## src/rtl/step_controller.sv

```systemverilog
// Run/step/halt scheduler: a programmable tick generator gated into a
// single-cycle CPU clock-enable according to user requests and the CPU halt flag.
module step_controller #(
  parameter int DIV_W       = 18,
  parameter int DEFAULT_DIV = 200000,
  parameter int CNT_W       = 16
) (
  input  logic             clock_in,
  input  logic             reset,
  input  logic             div_load,
  input  logic [DIV_W-1:0] div_value,
  input  logic             run_req,
  input  logic             step_req,
  input  logic             halt_req,
  input  logic             cpu_halted,
  output logic             cpu_en,
  output logic [1:0]       state,
  output logic [CNT_W-1:0] step_count
);

  typedef enum logic [1:0] {
    IDLE      = 2'd0,
    RUN       = 2'd1,
    STEP_WAIT = 2'd2,
    HALTED    = 2'd3
  } state_t;

  state_t           state_q;
  logic [DIV_W-1:0] tick_cnt;
  logic [DIV_W-1:0] divisor;
  logic             run_req_p1;
  logic             step_req_p1;
  logic             halt_req_p1;
  logic             tick_now;
  logic             run_rise;
  logic             step_rise;
  logic             halt_rise;

  // Modulo-2^CNT_W increment; the issued-enable count wraps instead of saturating.
  function automatic logic [CNT_W-1:0] count_inc(input logic [CNT_W-1:0] c);
    return c + CNT_W'(1);
  endfunction

  // A load always wins over a tick that would otherwise fire on the same edge.
  assign tick_now  = !div_load && (tick_cnt == divisor);
  assign run_rise  = run_req  & ~run_req_p1;
  assign step_rise = step_req & ~step_req_p1;
  assign halt_rise = halt_req & ~halt_req_p1;

  // Tick generator: free-running counter with runtime-programmable period.
  always_ff @(posedge clock_in) begin
    if (reset) begin
      tick_cnt <= '0;
      divisor  <= DIV_W'(DEFAULT_DIV);
    end else if (div_load) begin
      divisor  <= div_value;
      tick_cnt <= '0;
    end else if (tick_cnt == divisor) begin
      tick_cnt <= '0;
    end else begin
      tick_cnt <= tick_cnt + DIV_W'(1);
    end
  end

  // Request edge detect; cleared by reset so a held request re-fires afterwards.
  always_ff @(posedge clock_in) begin
    if (reset) begin
      run_req_p1  <= 1'b0;
      step_req_p1 <= 1'b0;
      halt_req_p1 <= 1'b0;
    end else begin
      run_req_p1  <= run_req;
      step_req_p1 <= step_req;
      halt_req_p1 <= halt_req;
    end
  end

  // Scheduler FSM with registered enable pulse and issued-enable counter.
  always_ff @(posedge clock_in) begin
    if (reset) begin
      state_q    <= IDLE;
      cpu_en     <= 1'b0;
      step_count <= '0;
    end else begin
      cpu_en <= 1'b0;
      if (cpu_halted && state_q != HALTED) begin
        state_q <= HALTED;
      end else begin
        unique case (state_q)
          IDLE: begin
            if (halt_rise) begin
              state_q <= IDLE;
            end else if (step_rise) begin
              state_q <= STEP_WAIT;
            end else if (run_rise) begin
              state_q <= RUN;
            end
          end
          RUN: begin
            if (halt_rise) begin
              state_q <= IDLE;
            end else if (tick_now) begin
              cpu_en     <= 1'b1;
              step_count <= count_inc(step_count);
            end
          end
          STEP_WAIT: begin
            if (halt_rise) begin
              state_q <= IDLE;
            end else if (tick_now) begin
              state_q    <= IDLE;
              cpu_en     <= 1'b1;
              step_count <= count_inc(step_count);
            end
          end
          HALTED: begin
            state_q <= HALTED;
          end
          default: begin
            state_q <= IDLE;
          end
        endcase
      end
    end
  end

  assign state = state_q;

endmodule

```

## config.mk

```make
export PLATFORM = sky130hd
export DESIGN_NAME = step_controller
export DESIGN_NICKNAME = d
export VERILOG_FILES = /design/src/rtl/step_controller.sv
export SDC_FILE = /design/constraint.sdc
export NUM_CORES = 1
export LEC_CHECK = 0
export BUFFER_PORTS_ARGS = -buffer_cell sky130_fd_sc_hd__buf_2
export CORE_ASPECT_RATIO = 1.5
export CORE_MARGIN = 10
export CORE_UTILIZATION = 50
export DETAILED_ROUTE_END_ITERATION = 6
export PLACE_DENSITY = 0.72
export RECOVER_POWER = 100
export SYNTH_ARGS = -nofsm -noshare
export SYNTH_HDL_FRONTEND = slang
export SYNTH_SLANG_ARGS = --single-unit
export TNS_END_PERCENT = 20
```

## constraint.sdc

```tcl
create_clock -name clock_in -period 2.8 [get_ports clock_in]
set_input_delay 0.56 -clock clock_in [delete_from_list [all_inputs] [get_ports clock_in]]
set_output_delay 0.56 -clock clock_in [all_outputs]
set_load 0.01 [all_outputs]
```

* After elaboration in Yosys (flattened, before gate mapping)
Cells that the tools add are included.
** Storage, ports and cells
- Output and inout port bits :: 19
- Register bits after elaboration :: 58
- Input port bits :: 25
** Cells by class
- Reduce and logical (&&, ||, !) cells :: 9
- Bitwise logic cells :: 9
- Mux-type cells :: 9
- Eq/ne operators :: 8
- Add/sub/neg operators :: 2
** Operator list (count)
- $add 18x1->18 const B :: 1
- $eq 18x18->1 :: 1
- $add 16x1->16 const B :: 1
- $mux 2 :: 7
- $pmux 2 s4 :: 1
- $not 1->1 :: 6
- $ne 5x5->1 const B :: 1
- $eq 2x2->1 const B :: 2
- $ne 4x4->1 const B :: 1
- $reduce_and 4->1 :: 1
- $reduce_or 4->1 :: 1
- $and 1x1->1 :: 3
- $ne 3x3->1 const B :: 1
- $reduce_and 3->1 :: 1
- $reduce_or 3->1 :: 1
- $eq 2x1->1 const B :: 1
- $logic_and 1x1->1 :: 2
- $logic_not 2->1 :: 1
- $ne 2x2->1 const B :: 1
- $reduce_or 2->1 :: 1
- $logic_not 1->1 :: 1
- $mux 1 :: 1

* Depth between registers and ports, before layout
- Depth after elaboration :: 7
- Depth in mapped cells :: 8

* Worst setup path after synthesis
Ideal clock, no wire load.
- Kind :: input -> register
- Start point :: input halt_req
- End point :: register step_count[14]
- Setup time :: 0.121 ns
- Arrival :: 1.832 ns
- Setup slack :: 0.847 ns
- Path buffers :: 1
- Stages on the path :: 7
- Cells stage by stage :: nand2b_1 o21ai_0 nor3b_2 and3_4 buf_6 nand4_2 mux2_4
** On the way
- Cells in the longest elaborated chain, start to end :: 3
** Ends and longest elaborated chain
- start: declaration :: RTL line 14 : input logic halt_req,
- $and 1x1->1 :: RTL line 48 : assign halt_rise = halt_req & ~halt_req_p1;
- $not 1->1 (no source line)
- $reduce_and 4->1 (no source line)
- end signal: assignment :: RTL line 104 : step_count <= count_inc(step_count);
- end signal: assignment :: RTL line 113 : step_count <= count_inc(step_count);
- end: declaration :: RTL line 18 : output logic [CNT_W-1:0] step_count
No other way between the ends.
A chain may end at the register's enable or synchronous reset.

* Final worst setup path
- Start point :: register tick_cnt[2]
- End point :: register step_count[15]
** On the way
- Cells in the longest elaborated chain, start to end :: 3
** Ends and longest elaborated chain
- start: declaration :: RTL line 29 : logic [DIV_W-1:0] tick_cnt;
- start signal: assignment :: RTL line 61 : tick_cnt <= tick_cnt + DIV_W'(1);
- $eq 18x18->1 :: RTL line 45 : assign tick_now = !div_load && (tick_cnt == divisor);
- $logic_and 1x1->1 :: RTL line 45
- $reduce_and 4->1 (no source line)
No other way between the ends.

==> impl_metrics.json <==
{
  "place_area_um2": 2990,
  "required_ns": 3.05,
  "min-delay-path-class": "input pin to flip-flop",
  "path_max_fanout": 7,
  "setup_viol": 0,
  "final_common_cell": "dfxtp_1",
  "seqPwrFrac_pct": 45.2,
  "first_global_vias": 2179,
  "hpwl_um": 4140,
  "synth_area_per_cell_um2": 9.31,
  "slew_viol_final": 0,
  "peakVddDrop_v": 0.000651,
  "syn_nets": 327,
  "diodes": 0,
  "r2r_setup_slack_ns": 0.49,
  "r2r_start": "tick_cnt[2]",
  "cts_resized": 0,
  "outcome": "completed",
  "clk_pin_slew_ns": 0.07,
  "yosys_warnings": 0,
  "drt_iter0_markers": 126,
  "cts.sinks": 58,
  "fp.dieH_um": 111,
  "place_ws_ns": 0.630,
  "cts_made_buffers": 9,
  "ys_top_cells_by_area": "dfxtp_1, xnor2_1, nor2_1, mux2i_1, xor2_1",
  "first_pass_iters": 4,
  "worst_pin_slew_ns": 1.32,
  "hold_slack_ns": 0.424,
  "hold_buffers": 0,
  "finalNonFillerCells": 415,
  "hold_viol_final": 0,
  "die-area_um2": 8940,
  "final_util_pct": 58.4,
  "rsz0062_at_grt": "no",
  "worstSetupPathType": "flip-flop to flip-flop",
  "nFillCells": 516,
  "dr_total_vias": 2128,
  "worstSetupStartpoint": "tick_cnt[2]",
  "min_period_over_period_pct": 82.4,
  "power_mw": 1.92,
  "postCtsSetupBuffers": 0,
  "power_leakage_nw": 1.24,
  "area_growth_syn_to_layout_pct": 14.6,
  "endpoint": "step_count[15]",
  "ys_ff_latch": 58,
  "final_cell_mix": "dfxtp_1, nor2_1, xnor2_1, buf_2, clkbuf_1",
  "ys_seq_area_share_pct": 42.1,
  "pwr-share-clk_pct": 47.5,
  "cp.arrival_ns": 2.55,
  "period_needed_ns": 2.31,
  "numPortBuffers": 43,
  "cts_root_buffer": "clkbuf_8",
  "dp_cells": 399,
  "setup_slack_ns": 0.492,
  "tns_ns": 0,
  "gp_congestion": 0.774,
  "netlist_area_um2": 2760,
  "p_int_mw": 1.50,
  "grt_start_max_net_pins": 32,
  "switching_share_pct": 21.8,
  "drtAntennaViolNets": 0,
  "track_usage_pct": 13.3,
  "die_w_um": 80.6,
  "fmax_mhz": 433,
  "io_pins": 44,
  "p_sw_uw": 418,
  "yosysTopAreaCell": "dfxtp_1",
  "startpoint_type": "flip-flop",
  "slew_headroom_pct": 12.2,
  "core_um2": 5410,
  "worst_clock_skew_ns": 0.00973,
  "cts-htree-levels": 3,
  "cap_viol_max_count": 0,
  "start_util_pct": 50.9,
  "p_per_area_nw_per_um2": 609,
  "overflow": 0,
  "drt-wirelength-per-cell_um": 13.8,
  "cp-end-kind": "flip-flop",
  "num_rows": 33,
  "vias_per_cell": 5.13,
  "pwr-share-comb_pct": 7.2,
  "wl_um": 5720,
  "reg2reg_to": "step_count[15]",
  "synth_cell_type_count": 38,
  "clockBufferDepth": 2,
  "clock_latency_ns": 0.33,
  "tritoncts": "yes",
  "syn_inst": 296,
  "antenna_found_initial": 0,
  "final_area_um2": 3160,
  "drive_above_1_share_pct": 14.2,
  "r2r.worst_path.cells": 6,
  "nets": 371,
  "synth_top_area_share_pct": 42.1,
  "drc": 0,
  "grt_pass1_wl_um": 9630
}
[power groups by stage]
stage / registers, mW / clock network [mW] / logic, mW
after floorplan: 0.884 / 0 / 0.106
after global placement: 0.886 / 0 / 0.139
after detailed placement: 0.887 / 0 / 0.142
after CTS: 0.869 / 0.926 / 0.143
after global routing: 0.871 / 0.971 / 0.160
final: 0.869 / 0.913 / 0.139
[cell type report]
| class | instances | area (um^2) | share of cell area (%) |
|---|---|---|---|
| Multi-Input combinational cell | 217 | 1440 | 45.6 |
| Sequential cell | 58 | 1160 | 36.8 |
| Tap cell | 70 | 87.6 | 2.77 |
| Timing Repair Buffer | 44 | 198 | 6.26 |
| Clock buffer | 10 | 128 | 4.04 |
| Inverter | 10 | 37.5 | 1.19 |
| Clock inverter | 6 | 105 | 3.33 |
[worst min-delay path by stage]
stage	startpoint	end	slack, ns	cells after the start
finish	div_value[17]	divisor[17]	0.42	2
global route	div_value[17]	divisor[17]	0.41	2
CTS	div_value[17]	divisor[17]	0.42	2
detailed placement	tick_cnt[0]	tick_cnt[0]	0.48	1
global placement	tick_cnt[0]	tick_cnt[0]	0.45	1
floorplan	tick_cnt[0]	tick_cnt[0]	0.44	1
[registers in the layout, summed over array words and instances (netlist names)]
name,cells
divisor,18
cpu_en,1
halt_req_p1,1
step_count,16
run_req_p1,1
state,2
tick_cnt,18
step_req_p1,1
[per-layer routing]
metal	up-vias	track usage [%]	part of all wire [%]
met4	0	5.07	1.5
li1	1077	-	-
met2	39	22.6	52
met1	1003	14.2	41
met5	-	0	0
met3	9	4.95	5.0
[critical path, cell delays in order, from the launching register on]
cell     delay (ns)
dfxtp_1        0.46
xnor2_1        0.17
nand4_1        0.11
nor3_1         0.48
nand4_1        0.41
or3_1          0.45
a21oi_1        0.14
[cell usage after synthesis (all sizes together)]
cell type,n
mux2,8
nand2b,6
and4,1
and2,3
a211o,6
a31oi,1
a31o,2
nand2,11
a21oi,7
ha,6
and2b,1
nor2,51
clkbuf,4
o21ai,7
inv,10
nor3,3
and3,4
dfxtp,58
xnor2,23
buf,7
or3,5
nor3b,1
mux2i,14
nand3,14
nand4,14
xor2,14
nor2b,15
[kinds of logic (layout without fill, tap and decap cells)]
kind of cell	after synthesis	count (layout)	synth area share, %
AND/OR/NAND/NOR	129	129	24.6
multiplexers	22	22	9.17
adder cells (fa/ha/maj)	6	6	2.72
XOR/XNOR	37	37	11.8
flip-flops	58	58	42.1
AO/OA/AOI/OAI	23	23	5.31
buffers and inverters	21	70	4.27
Power figures use the tool's default switching activity.
